`src/rtl/ram_arbiter.sv`:
```
// Request/acknowledge arbiter sharing one 512x8 RAM between the serial monitor (m_) and the CPU (c_).
// Optional `ARB_ROUND_ROBIN_EN: alternate the winner when both ports are eligible (default: monitor priority).
module ram_arbiter #(
    parameter int unsigned ADDR_W = 9,
    parameter int unsigned DATA_W = 8
) (
    input  logic              clk,
    input  logic              rst_n,
    input  logic              m_req,
    input  logic              m_we,
    input  logic [ADDR_W-1:0] m_addr,
    input  logic [DATA_W-1:0] m_wdata,
    input  logic              m_lock,
    output logic              m_ack,
    output logic              m_rvalid,
    output logic [DATA_W-1:0] m_rdata,
    input  logic              c_req,
    input  logic              c_we,
    input  logic [ADDR_W-1:0] c_addr,
    input  logic [DATA_W-1:0] c_wdata,
    output logic              c_ack,
    output logic              c_rvalid,
    output logic [DATA_W-1:0] c_rdata,
    output logic [ADDR_W-1:0] r_waddr,
    output logic [ADDR_W-1:0] r_raddr,
    output logic [DATA_W-1:0] r_din,
    output logic              r_write_en,
    input  logic [DATA_W-1:0] r_dout
);

`ifdef ARB_ROUND_ROBIN_EN
    localparam bit RR_EN = 1'b1;
`else
    localparam bit RR_EN = 1'b0;
`endif

    localparam logic OWN_M = 1'b0;
    localparam logic OWN_C = 1'b1;

    typedef enum logic [1:0] {
        IDLE  = 2'd0,
        WRITE = 2'd1,
        READ  = 2'd2,
        RWAIT = 2'd3
    } state_t;

    state_t            state, state_d;
    logic              owner, owner_d;
    logic              last_winner, last_winner_d;
    logic              m_ack_d, c_ack_d, m_rvalid_d, c_rvalid_d, r_write_en_d;
    logic [DATA_W-1:0] m_rdata_d, c_rdata_d, r_din_d;
    logic [ADDR_W-1:0] r_waddr_d, r_raddr_d;

    logic              m_elig, c_elig, pick_c, win_we;
    logic [ADDR_W-1:0] win_addr;
    logic [DATA_W-1:0] win_wdata;

    // Next-state and next-output logic; every output is registered below.
    always_comb begin
        state_d       = state;
        owner_d       = owner;
        last_winner_d = last_winner;
        m_ack_d       = 1'b0;
        c_ack_d       = 1'b0;
        m_rvalid_d    = 1'b0;
        c_rvalid_d    = 1'b0;
        r_write_en_d  = 1'b0;
        m_rdata_d     = m_rdata;
        c_rdata_d     = c_rdata;
        r_waddr_d     = r_waddr;
        r_raddr_d     = r_raddr;
        r_din_d       = r_din;

        m_elig    = m_req;
        c_elig    = c_req && !m_lock;
        // CPU wins alone, or on a tie when alternating and the monitor took the last grant
        pick_c    = c_elig && (!m_elig || (RR_EN && (last_winner == OWN_M)));
        win_we    = pick_c ? c_we    : m_we;
        win_addr  = pick_c ? c_addr  : m_addr;
        win_wdata = pick_c ? c_wdata : m_wdata;

        unique case (state)
            IDLE: begin
                if (m_elig || c_elig) begin
                    owner_d       = pick_c ? OWN_C : OWN_M;
                    last_winner_d = pick_c ? OWN_C : OWN_M;
                    m_ack_d       = !pick_c;
                    c_ack_d       = pick_c;
                    if (win_we) begin
                        r_waddr_d    = win_addr;
                        r_din_d      = win_wdata;
                        r_write_en_d = 1'b1;
                        state_d      = WRITE;
                    end else begin
                        r_raddr_d = win_addr;
                        state_d   = READ;
                    end
                end
            end
            WRITE: state_d = IDLE;
            READ:  state_d = RWAIT;
            RWAIT: begin
                state_d = IDLE;
                if (owner == OWN_C) begin
                    c_rdata_d  = r_dout;
                    c_rvalid_d = 1'b1;
                end else begin
                    m_rdata_d  = r_dout;
                    m_rvalid_d = 1'b1;
                end
            end
            default: state_d = IDLE;
        endcase
    end

    always_ff @(posedge clk) begin
        if (!rst_n) begin
            state       <= IDLE;
            owner       <= OWN_M;
            last_winner <= OWN_C;
            m_ack       <= 1'b0;
            c_ack       <= 1'b0;
            m_rvalid    <= 1'b0;
            c_rvalid    <= 1'b0;
            m_rdata     <= '0;
            c_rdata     <= '0;
            r_waddr     <= '0;
            r_raddr     <= '0;
            r_din       <= '0;
            r_write_en  <= 1'b0;
        end else begin
            state       <= state_d;
            owner       <= owner_d;
            last_winner <= last_winner_d;
            m_ack       <= m_ack_d;
            c_ack       <= c_ack_d;
            m_rvalid    <= m_rvalid_d;
            c_rvalid    <= c_rvalid_d;
            m_rdata     <= m_rdata_d;
            c_rdata     <= c_rdata_d;
            r_waddr     <= r_waddr_d;
            r_raddr     <= r_raddr_d;
            r_din       <= r_din_d;
            r_write_en  <= r_write_en_d;
        end
    end

endmodule

```
`config.mk`:
```
export PLATFORM = sky130hd
export DESIGN_NAME = ram_arbiter
export DESIGN_NICKNAME = d
export VERILOG_FILES = /design/src/rtl/ram_arbiter.sv
export SDC_FILE = /design/constraint.sdc
export NUM_CORES = 1
export LEC_CHECK = 0
export CAP_MARGIN = 20
export CORE_MARGIN = 8
export CORE_UTILIZATION = 44
export DETAILED_ROUTE_END_ITERATION = 10
export PLACE_DENSITY = 0.84
export REMOVE_ABC_BUFFERS = 1
export SYNTH_ARGS = -nofsm -noshare
export SYNTH_HDL_FRONTEND = slang
export SYNTH_SLANG_ARGS = --single-unit
```
`constraint.sdc`:
```
create_clock -name clk -period 2.7 [get_ports clk]
set_clock_uncertainty 0.1 [all_clocks]
set_input_delay 0.405 -clock clk [delete_from_list [all_inputs] [get_ports clk]]
set_output_delay 0.405 -clock clk [all_outputs]
set_load 0.02 [all_outputs]
```
Word level (Yosys, flattened, before mapping)
Cells that the tools add are included.
{"block": "totals", "regBits": 50, "output_inout_bits": 47, "word_cells": 43}
{"block": "classes", "eq_ne": 4, "n_mux": 10, "bitwise": 2, "n_reduce_logical": 15}
{"cell": "9-bit 2-to-1 mux", "count": 1}
{"cell": "3-bit AND reduction", "count": 3}
{"cell": "8-bit 2-to-1 mux", "count": 1}
{"cell": "2-bit AND reduction", "count": 4}
{"cell": "2-bit case mux with 3 select lines", "count": 1}
{"cell": "1-bit 2-to-1 mux", "count": 5}
{"cell": "2-bit equality test, second input constant", "count": 2}
{"cell": "2-bit 2-to-1 mux", "count": 2}
{"cell": "1-bit zero test", "count": 3}
{"cell": "2-bit by 1-bit equality test with 1-bit output, second input constant", "count": 1}
{"cell": "1-bit logical AND", "count": 2}
{"cell": "2-bit zero test", "count": 1}
{"cell": "2-bit != test, second input constant", "count": 1}
{"cell": "1-bit NOT", "count": 2}
{"cell": "2-bit OR reduction", "count": 1}
{"cell": "1-bit logical OR", "count": 1}

Longest topological paths before layout
{"block": "depth", "word_depth": 7, "ltp_mapped": 7}

Worst setup path before layout
No wires, ideal clock.
{"block": "synth_path", "path_type": "register -> register", "from": "register state[1]", "to": "register r_din[0]", "setup_ns": 0.150, "arrival_ns": 1.309, "required_time_ns": 2.450, "path_slack_ns": 1.141, "path_stages_with_launch": 7, "path_buffers": 3, "cell_sequence": "dfxtp_1 buf_6 nor4b_4 a21o_4 buf_12 buf_12 a221oi_2"}
{"block": "synth_via", "elab_chain_cells": 2}
{"item": "start, declared", "line_no": "47", "text": "state_t state, state_d;"}
{"item": "start signal, assigned", "line_no": "132", "text": "state <= state_d;"}
{"item": "2-bit zero test"}
{"item": "3-bit AND reduction (no line)"}
{"item": "end signal, assigned", "line_no": "143", "text": "r_din <= r_din_d;"}
{"item": "end, declared", "line_no": "26", "text": "output logic [DATA_W-1:0] r_din,"}
No other way between the ends.
A chain may end at the register's enable or synchronous reset.

Worst setup path after layout
{"block": "layout_path", "from": "input port m_req", "to": "register r_waddr[4]"}
{"block": "layout_via", "elab_chain_cells": 4}
{"item": "start, declared", "line_no": "9", "text": "input logic m_req,"}
{"item": "1-bit zero test", "line_no": "77", "text": "pick_c = c_elig && (!m_elig || (RR_EN && (last_winner == OWN_M)));"}
{"item": "1-bit logical AND", "line_no": "77"}
{"item": "1-bit 2-to-1 mux", "line_no": "78", "text": "win_we = pick_c ? c_we : m_we;"}
{"item": "3-bit AND reduction (no line)"}
{"item": "end signal, assigned", "line_no": "141", "text": "r_waddr <= r_waddr_d;"}
{"item": "end, declared", "line_no": "24", "text": "output logic [ADDR_W-1:0] r_waddr,"}
Parallel ways exist; a longest one is shown, timed or not.

==> run_results.csv <==
group,metric,value,unit
run_status,status,"finished clean",
final_layout,fin_area,3157,µm²
final_layout,areaGrowthSynthToFinish,48.94,%
logic_synthesis,synth.avg_cell_area,10.49,µm²
floorplanning,die_h,85.41,µm
logic_synthesis,syn_inst,202,
grt,grt_first_pass_wirelength,9818,µm
timing,min_period_over_period,0.6994,
grt,grt_pass1_vias,1958,
routing,via_per_inst,5.447,
logic_synthesis,async_flop_share,0,
place,place_hpwl,4639,µm
setup_path,end_kind,"flop",
timing,rsz0062_at_grt,"no",
power,max-vdd-ir-drop,271.1,µV
timing,layout_setup_ws,0.8115,ns
clock_tree,hold_buffers,0,
final_layout,drive_gt1_frac,0.1051,
timing,hold_violations,0,
clock_tree,cts_sinks,50,
grt,grt_antenna_before_repair,0,
routing,drtIter0Drc,92,
setup_path,arrival,2.00,ns
final_layout,fill_cells,381,
clock_tree,cts_resized,0,
clock_tree,numCtsBuffers,5,
timing,finalSetupViolCount,0,
setup_path,crit_type,"in2reg",
final_layout,final_core_util,0.6728,
logic_synthesis,ys_warn_count,0,
routing,dr.pass1.iters,4,
hold_path,hold_path_class,"reg2reg",
timing,setup_tns,0,ns
logic_synthesis,syn-cell-area,2120,µm²
place,place_area,3065,µm²
final_layout,nets,343,
clock_tree,root_buffer,"clkbuf_8",
place,dpl_worst_slack,0.4792,ns
final_layout,multi_input_area,993.5,µm²
logic_synthesis,yosys.cell_types.count,31,
clock_tree,cts_setup_buffers,0,
timing,finalMaxSlewViolations,0,
clock_tree,cts_tree,"yes",
job,cap_violations,0,
floorplanning,initial_core_util,0.4517,
setup_path,worst-path-max-fanout,12,
logic_synthesis,synth.area.top_cells,"dfxtp_1 (47%), mux2i_1 (12%), a221oi_2 (7.1%), nor2_1 (6.9%), a221oi_1 (6.6%)",
power,powerDensity,521.9,nW/µm²
logic_synthesis,synth.top_cell.area_share,0.4723,
grt,grt_overflow,0,
clock_tree,insertion_delay,0.30,ns
logic_synthesis,synth_top_cell_by_area,"dfxtp_1",
final_layout,insertedDiodeCount,0,
routing,drt_wl_total,6135,µm
grt,grt_max_degree,29,
final_layout,seqCellArea,1001,µm²
logic_synthesis,synth_edf_count,0,
floorplanning,fp.coreArea,4692,µm²
power,p_total,1.648,mW
logic_synthesis,ys_seq_elements,50,
routing,drc,0,
clock_tree,htreeDepth,2,
logic_synthesis,synth_seq_area_share,0.4723,
grt,grt_usage,0.1691,
floorplanning,dieArea,7294,µm²
routing,vias,1901,
routing,wire_per_inst,17.58,µm
floorplanning,io_pins,96,
clock_tree,clk_pin_slew,0.08,ns
logic_synthesis,synth_ff_type,"dfxtp_1",
timing,maxSlewHeadroom,0.6054,
floorplanning,rows,25,
routing,final_antenna_net_count,0,
setup_path,cp-start-kind,"input port",
timing,worst_pin_slew,0.5902,ns
place,io_buffers,95,
setup_path,worst_ep_required_time,2.81,ns
power,p_leak,1.186,nW
timing,fmax,529.5,MHz
clock_tree,ctsLongestPathBuffers,2,
place,gp_congestion,0.7790,
timing,finalCriticalPeriod,1.888,ns
floorplanning,die_x,85.41,µm
synthesized netlist by cell type (2+ instances only):
cell / number
buf_1: 2
nor2_1: 39
nor4b_4: 2
buf_6: 3
nor2b_1: 2
buf_4: 2
and3_1: 3
o21a_1: 2
a221oi_1: 16
dfxtp_1: 50
a21oi_1: 8
a221oi_2: 10
nand2_1: 16
buf_12: 2
buf_2: 3
clkbuf_1: 3
mux2i_1: 25
state kept, by name, indices dropped and copies added (netlist names):
name and flops:
c_ack 1, c_rdata 8, c_rvalid 1, m_ack 1
m_rdata 8, m_rvalid 1, owner 1, r_din 8
r_raddr 9, r_waddr 9, r_write_en 1, state 2
layer usage:
metal	part of all wire	vias up	wire length, µm	global-route usage
met1	0.42	903	2600	0.1850
met4	0.0086	0	53	0.04459
met5	0	-	0	0
met3	0.10	6	636	0.08398
li1	-	912	-	-
met2	0.46	80	2845	0.2828
worst max-delay path, cell delays in order:
cell and delay [ns]:
clkdlybuf4s50_1 0.62, nor4bb_4 0.42, buf_4 0.26, nor2_1 0.06, a221oi_1 0.23
cells by family (layout without fill, tap and decap cells):
kind of cell    after synthesis  count (layout)  synth area share
compound gates               40              40            0.1812
buf+inv                      18             111           0.06847
flops                        50              50            0.4723
mux                          25              25            0.1181
simple gates                 69              69            0.1600
placed cells by master (no fill, tap or decap), types with 2 or more instances in the layout:
master	instances
clkdlybuf4s50_1	95
dfxtp_1	50
nor2_1	39
mux2i_1	25
a221oi_1	16
nand2_1	16
a221oi_2	10
a21oi_1	8
clkbuf_8	6
buf_4	6
and3_1	3
nor4b_4	2
nor2b_1	2
o21a_1	2
cell type report:
| class | instances | share of cell area |
|---|---|---|
| tap | 54 | 0.02140 |
| clock inverter | 1 | 0.001585 |
| multi-input combinational | 134 | 0.3147 |
| clock buffer | 7 | 0.02735 |
| timing repair buffer | 101 | 0.3155 |
| inverter | 2 | 0.002378 |
| sequential | 50 | 0.3171 |
worst paths after layout:
| path | startpoint | endpoint | slack [ns] | depth (start not counted) |
|---|---|---|---|---|
| hold reg to reg | c_rdata[1]$_SDFFE_PN0P_ | c_rdata[1]$_SDFFE_PN0P_ | 0.36 | 2 |
| setup reg to reg | state[1]$_SDFFE_PN0P_ | r_waddr[6]$_SDFFE_PN0P_ | 0.89 | 3 |
| hold / removal | c_rdata[1]$_SDFFE_PN0P_ | c_rdata[1]$_SDFFE_PN0P_ | 0.36 | 2 |
| setup / recovery | m_req | r_waddr[4]$_SDFFE_PN0P_ | 0.81 | 5 |
per-stage QoR:
| step | std cells | hold slack (ns) |
|---|---|---|
| after floorplan | 186 | 0.3940 |
| after global placement | 341 | 0.3412 |
| after detailed placement | 341 | 0.3485 |
| after CTS | 349 | 0.3595 |
| after global routing | 349 | 0.3875 |
| final | 349 | 0.3558 |
report_power, final:
group	internal [mW]	leakage (nW)	total, mW	switching (mW)
combinational	0.204	0.729	0.389	0.185
clock	0.207	0.0482	0.440	0.233
sequential	0.784	0.409	0.819	0.0341
total	1.20	1.19	1.65	0.452
No activity file was read; power rests on OpenSTA's default activity.
